<file path="src/rtl/tx_serializer_pkg.sv">
// Shared types and helpers for the tx_serializer block.
// Provides the FSM state encoding, the default word width and the even-parity helper.
package tx_pkg;

  typedef enum logic [2:0] {
    IDLE,
    WAIT_RDY,
    SHIFT,
    GAP,
    DONE
  } tx_state_t;

  localparam int unsigned DefaultDataW = 8;

  // Zero-extended input keeps the XOR result independent of the caller's word width.
  function automatic logic even_parity(input logic [31:0] word);
    return ^word;
  endfunction

endpackage

</file>
<file path="src/rtl/tx_serializer_if.sv">
// Word-in / bit-out handshake bundle for tx_serializer.
// The slave modport is the serializer's view; the master modport is its environment.
interface tx_serializer_if
  import tx_pkg::*;
#(
  parameter int unsigned DATA_W = DefaultDataW
) ();

  logic              in_valid;
  logic [DATA_W-1:0] in_data;
  logic              in_ready;
  logic              rx_ready;
  logic              tx_valid;
  logic              tx_data;

  modport slave (
    input  in_valid,
    input  in_data,
    input  rx_ready,
    output in_ready,
    output tx_valid,
    output tx_data
  );

  modport master (
    output in_valid,
    output in_data,
    output rx_ready,
    input  in_ready,
    input  tx_valid,
    input  tx_data
  );

endinterface

</file>
<file path="src/rtl/tx_serializer.sv">
// Parallel-to-serial word transmitter, LSB first, with inter-word gap and frame-done pulse.
// Define TX_PARITY_EN to append an even-parity bit after each word.
module tx_serializer
  import tx_pkg::*;
#(
  parameter int unsigned DATA_W     = DefaultDataW,
  parameter int unsigned NUM_BYTES  = 4,
  parameter int unsigned GAP_CYCLES = 2
) (
  input  logic                           clk,
  input  logic                           rst,
  tx_serializer_if.slave                 bus,
  output logic                           busy,
  output logic [$clog2(NUM_BYTES+1)-1:0] byte_cnt,
  output logic                           tx_done
);

`ifdef TX_PARITY_EN
  localparam int unsigned ParBits = 1;
`else
  localparam int unsigned ParBits = 0;
`endif

  // One counter serves both the bit index and the gap length.
  localparam int unsigned LastBit = DATA_W - 1 + ParBits;
  localparam int unsigned GapLast = (GAP_CYCLES > 0) ? GAP_CYCLES - 1 : 0;
  localparam int unsigned CntMax  = (LastBit > GapLast) ? LastBit : GapLast;
  localparam int unsigned CntW    = $clog2(CntMax + 1);
  localparam int unsigned BcW     = $clog2(NUM_BYTES + 1);

  tx_state_t         state_q, state_d;
  logic [DATA_W-1:0] sr_q, sr_d;
  logic [CntW-1:0]   cnt_q, cnt_d;
  logic [BcW-1:0]    byte_cnt_q, byte_cnt_d;
  logic              tx_valid_q, tx_valid_d;
  logic              tx_data_q, tx_data_d;
  logic              tx_done_q, tx_done_d;
  logic              busy_q, busy_d;
  logic [BcW-1:0]    byte_cnt_inc;
  logic              frame_end;
`ifdef TX_PARITY_EN
  logic              par_q, par_d;
`endif

  assign byte_cnt_inc = byte_cnt_q + BcW'(1);
  assign frame_end    = (byte_cnt_q == BcW'(NUM_BYTES));

  always_comb begin
    state_d    = state_q;
    sr_d       = sr_q;
    cnt_d      = cnt_q;
    byte_cnt_d = byte_cnt_q;
    tx_valid_d = tx_valid_q;
    tx_data_d  = tx_data_q;
    tx_done_d  = 1'b0;
`ifdef TX_PARITY_EN
    par_d      = par_q;
`endif

    unique case (state_q)
      IDLE: begin
        if (bus.in_valid) begin
          sr_d    = bus.in_data;
          state_d = WAIT_RDY;
`ifdef TX_PARITY_EN
          par_d   = even_parity(32'(bus.in_data));
`endif
        end
      end

      WAIT_RDY: begin
        if (bus.rx_ready) begin
          tx_valid_d = 1'b1;
          tx_data_d  = sr_q[0];
          sr_d       = sr_q >> 1;
          cnt_d      = '0;
          state_d    = SHIFT;
        end
      end

      SHIFT: begin
        if (cnt_q == CntW'(LastBit)) begin
          tx_valid_d = 1'b0;
          tx_data_d  = 1'b0;
          byte_cnt_d = byte_cnt_inc;
          cnt_d      = '0;
          if (GAP_CYCLES > 0) begin
            state_d = GAP;
          end else if (byte_cnt_inc == BcW'(NUM_BYTES)) begin
            state_d   = DONE;
            tx_done_d = 1'b1;
          end else begin
            state_d = IDLE;
          end
        end else begin
          cnt_d     = cnt_q + CntW'(1);
          tx_data_d = sr_q[0];
          sr_d      = sr_q >> 1;
`ifdef TX_PARITY_EN
          if (cnt_q == CntW'(DATA_W - 1)) begin
            tx_data_d = par_q;
          end
`endif
        end
      end

      GAP: begin
        if (cnt_q == CntW'(GapLast)) begin
          cnt_d = '0;
          if (frame_end) begin
            state_d   = DONE;
            tx_done_d = 1'b1;
          end else begin
            state_d = IDLE;
          end
        end else begin
          cnt_d = cnt_q + CntW'(1);
        end
      end

      DONE: begin
        byte_cnt_d = '0;
        state_d    = IDLE;
      end

      default: state_d = IDLE;
    endcase

    busy_d = (state_d != IDLE);
  end

  always_ff @(posedge clk) begin
    if (rst) begin
      state_q    <= IDLE;
      sr_q       <= '0;
      cnt_q      <= '0;
      byte_cnt_q <= '0;
      tx_valid_q <= 1'b0;
      tx_data_q  <= 1'b0;
      tx_done_q  <= 1'b0;
      busy_q     <= 1'b0;
`ifdef TX_PARITY_EN
      par_q      <= 1'b0;
`endif
    end else begin
      state_q    <= state_d;
      sr_q       <= sr_d;
      cnt_q      <= cnt_d;
      byte_cnt_q <= byte_cnt_d;
      tx_valid_q <= tx_valid_d;
      tx_data_q  <= tx_data_d;
      tx_done_q  <= tx_done_d;
      busy_q     <= busy_d;
`ifdef TX_PARITY_EN
      par_q      <= par_d;
`endif
    end
  end

  assign bus.in_ready = (state_q == IDLE) && !rst;
  assign bus.tx_valid = tx_valid_q;
  assign bus.tx_data  = tx_data_q;
  assign busy         = busy_q;
  assign byte_cnt     = byte_cnt_q;
  assign tx_done      = tx_done_q;

endmodule

</file>
<file path="src/flat_wrapper.sv">
// flat-port wrapper written by rule: the top's interface ports become plain ports
module tx_serializer_flat import tx_pkg::*;
#(
  parameter int unsigned DATA_W     = DefaultDataW,
  parameter int unsigned NUM_BYTES  = 4,
  parameter int unsigned GAP_CYCLES = 2
)
  (clk, rst, busy, byte_cnt, tx_done, bus_in_valid, bus_in_data, bus_rx_ready, bus_in_ready, bus_tx_valid, bus_tx_data);
  tx_serializer_if #(.DATA_W(DATA_W)) bus_i ();
  input  logic clk;
  input  logic rst;
  output logic busy;
  output logic [$clog2(NUM_BYTES+1)-1:0] byte_cnt;
  output logic tx_done;
  input wire logic [$bits(bus_i.in_valid)-1:0] bus_in_valid;
  input wire logic [$bits(bus_i.in_data)-1:0] bus_in_data;
  input wire logic [$bits(bus_i.rx_ready)-1:0] bus_rx_ready;
  output wire logic [$bits(bus_i.in_ready)-1:0] bus_in_ready;
  output wire logic [$bits(bus_i.tx_valid)-1:0] bus_tx_valid;
  output wire logic [$bits(bus_i.tx_data)-1:0] bus_tx_data;
  assign bus_i.in_valid = bus_in_valid;
  assign bus_i.in_data = bus_in_data;
  assign bus_i.rx_ready = bus_rx_ready;
  assign bus_in_ready = bus_i.in_ready;
  assign bus_tx_valid = bus_i.tx_valid;
  assign bus_tx_data = bus_i.tx_data;
  tx_serializer #(.DATA_W(DATA_W), .NUM_BYTES(NUM_BYTES), .GAP_CYCLES(GAP_CYCLES)) u_core (.clk(clk), .rst(rst), .bus(bus_i), .busy(busy), .byte_cnt(byte_cnt), .tx_done(tx_done));
endmodule
</file>
<file path="config.mk">
export PLATFORM = sky130hd
export DESIGN_NAME = tx_serializer_flat
export DESIGN_NICKNAME = d
export VERILOG_FILES = /design/src/rtl/tx_serializer_pkg.sv /design/src/rtl/tx_serializer_if.sv /design/src/rtl/tx_serializer.sv /design/src/flat_wrapper.sv
export SDC_FILE = /design/constraint.sdc
export NUM_CORES = 1
export LEC_CHECK = 0
export ABC_AREA = 1
export BUFFER_PORTS_ARGS = -buffer_cell sky130_fd_sc_hd__clkbuf_2
export CAP_MARGIN = 20
export CORE_MARGIN = 3
export CORE_UTILIZATION = 33
export DETAILED_ROUTE_END_ITERATION = 7
export REMOVE_ABC_BUFFERS = 1
export SLEW_MARGIN = 0
export SYNTH_ARGS = -nofsm -noshare
export SYNTH_HDL_FRONTEND = slang
export SYNTH_SLANG_ARGS = --single-unit
</file>
<file path="constraint.sdc">
create_clock -name clk -period 2.4 [get_ports clk]
set_clock_uncertainty 0.1 [all_clocks]
set_input_delay 0.36 -clock clk [delete_from_list [all_inputs] [get_ports clk]]
set_output_delay 0.36 -clock clk [all_outputs]
set_load 0.05 [all_outputs]
</file>
==> out/metrics.yaml <==
routing:
  first_pass_iters: 4
  drc: 0
  drt_wl_total_um: 2190
  drt_iter0_markers: 76
  drt-vias-per-instance: 4.20
  antenna_left: 0
  wire_per_inst_um: 9.39
  vias: 978
floorplanning:
  die-area_sq_mm: 0.00403
  die_w_um: 63.5
  core_area_sq_mm: 0.00310
  die_h_um: 63.5
  pin_count: 20
  rows: 20
  start_util_pct: 35.2
logic_synthesis:
  netlist.top_cell.by_area: "dfxtp_1"
  synth.area.top_cells: "dfxtp_1, nand2_1, inv_1"
  async_flop_share_pct: 0
  syn_inst: 170
  ys_ff_latch: 21
  avgSynthCellArea_sq_um: 6.42
  synth-seq-area-share_pct: 38.5
  synth-edff-count: 0
  syn_area_sq_mm: 0.00109
  yosys.cell_count.top_type: "nand2_1"
  yosys_warnings: 0
  synth_flop_cell: "dfxtp_1"
  synth_common_cells: "nand2_1, inv_1, dfxtp_1, nor2_1, nand3_1"
  synth_top_area_share_pct: 38.5
  yosysUniqueCellTypes: 17
cts:
  cts_tree: "done"
  cts-root-buf: "clkbuf_4"
  clk_latency_ns: 0.31
  postCtsSetupRepairBufs: 0
  post_cts_resized: 0
  cts_buffers: 3
  cts_sinks: 21
  clock_tree.htree_level_count: 1
  clk_pin_slew_ns: 0.12
  postCtsHoldBufs: 0
  clockBufferDepth: 2
worst_setup_path:
  cp-start-kind: "flip-flop"
  crit_fanout: 4
  max_stage_delay_ns: 0.38
  timing.critical_path.cells: "nor2_1 -> inv_1 -> nor3_1 -> clkbuf_2"
  crit_start: "u_core.state_q[1]$_SDFF_PP0_"
  r2r_cells: 6
  end_kind: "output port"
  regToRegStartpoint: "u_core.cnt_q[0]$_SDFFE_PP0P_"
  arrival_ns: 1.49
  cp_slowest_cell: "dfxtp_1"
  critPathBufInv: 2
  cp.depth: 4
  crit_family: "buffers and inverters"
  critPathRequiredTime_ns: 1.94
  worstSetupPathType: "reg2out"
run:
  max_cap_viol_count: 0
place:
  post-dp-hpwl_um: 1590
  placedCellCount: 229
  placed_area_sq_mm: 0.00122
  gp_congestion: 0.741
  port_buffers: 19
  pre_cts_ws_ns: 0.814
cells_and_area:
  nFillCells: 342
  nNetsFinal: 207
  final-seq-area_sq_um: 420
  multi_input_area_sq_um: 533
  n_antenna_cell: 0
  layout-drive-gt1-share_pct: 15.9
  stdcell_count: 233
  fin_area_sq_mm: 0.00124
  area_growth_pct: 14.0
sta:
  setup_violations: 0
  fmax_mhz: 513
  rsz0062_at_grt: "false"
  timing.final.hold_violations: 0
  min_period_over_period_pct: 81.2
  maxSlewHeadroom_pct: 73.8
  worstMarginPinSlew_ns: 0.392
  setup-tns-final_ns: 0
  finalCriticalPeriod_ns: 1.95
  finalWorstSetupSlack_ns: 0.451
  maxSlewViolCount: 0
power:
  leakage_nw: 0.703
  ir_drop_uv: 273
  powerDensity_mw_per_mm2: 606
grt:
  grt_pass1_vias: 872
  grt_pass1_wl_um: 3740
  grt_max_degree: 17
  overflow: 0
  antenna_found_initial: 0
  grt_usage_pct: 11.6
worst_hold_path:
  hp-class: "in2reg"
  min_path_cells: 2
  min-delay-start: "rst"
run_status:
  status: "complete, no violations"
routing by layer:
layer	track usage, %	part of all wire (%)	up-vias
met1	14.2	50	399
met3	3.39	5.1	4
met2	18.9	43	19
li1	-	-	556
met4	4.85	1.6	0
met5	0	0	-
layout by cell type (no fill, tap or decap), drive strengths merged, types with 4 or more instances in the layout:
cell,count
inv,30
nor2,23
a21oi,9
o21ai,4
clkbuf,22
dfxtp,21
nand2,52
ha,5
nand3,19
cells by family (layout without fill, tap and decap cells):
logic type | count (synthesis) | in the layout | share of synthesized area, %
fa+ha+maj | 5 | 5 | 5.73
flops | 21 | 21 | 38.5
simple gates | 96 | 96 | 36.5
compound gates | 14 | 14 | 6.65
buf+inv | 34 | 53 | 12.6
layout make-up:
type                       instances  share of cell area [%]
multi-input combinational        115                    42.9
sequential                        21                    33.8
inverter                          30                    9.05
timing repair buffer              19                    7.65
tap                               44                    4.43
clock buffer                       3                    1.81
clock inverter                     1                   0.402
registers in the layout, indices dropped and copies added (netlist names):
register and cells:
u_core.cnt_q 3, u_core.busy 1, u_core.state_q 3, u_core.byte_cnt 3, u_core.bus.tx_valid 1, u_core.bus.tx_data 1
u_core.sr_q 8, u_core.tx_done 1
per-stage QoR:
stage / hold slack [ns] / utilization, % / power (mW)
after floorplan: 0.329 / - / 0.542
after global placement: 0.361 / 39.2 / 0.587
after detailed placement: 0.358 / 39.2 / 0.585
after CTS: 0.220 / 40.1 / 0.765
after global routing: 0.238 / 40.1 / 0.809
final: 0.219 / 40.1 / 0.754
power by group:
part / switching, mW / leakage (nW) / internal, mW
clock: 0.115 / 0.0177 / 0.0623
sequential: 0.0157 / 0.172 / 0.378
combinational: 0.124 / 0.513 / 0.0589
total: 0.255 / 0.703 / 0.499
final timing paths:
path	slack [ns]	to
worst max register to register	0.79	u_core.busy$_SDFF_PP0_
worst min register to register	0.37	u_core.bus.tx_valid$_SDFFE_PP0P_
worst max-delay path	0.45	bus_in_ready
worst min-delay path	0.22	u_core.bus.tx_data$_SDFFE_PP0P_
worst reg2reg max path: cells and delay by family (launching register included):
kind                       cells  cell delay (ns)
AOI/OAI and AO/OA              1             0.21
and+or+nand+nor                3             0.42
adders and majority gates      2             0.41
DFF                            1             0.36
Note: power is estimated with default switching activity, not from simulation.
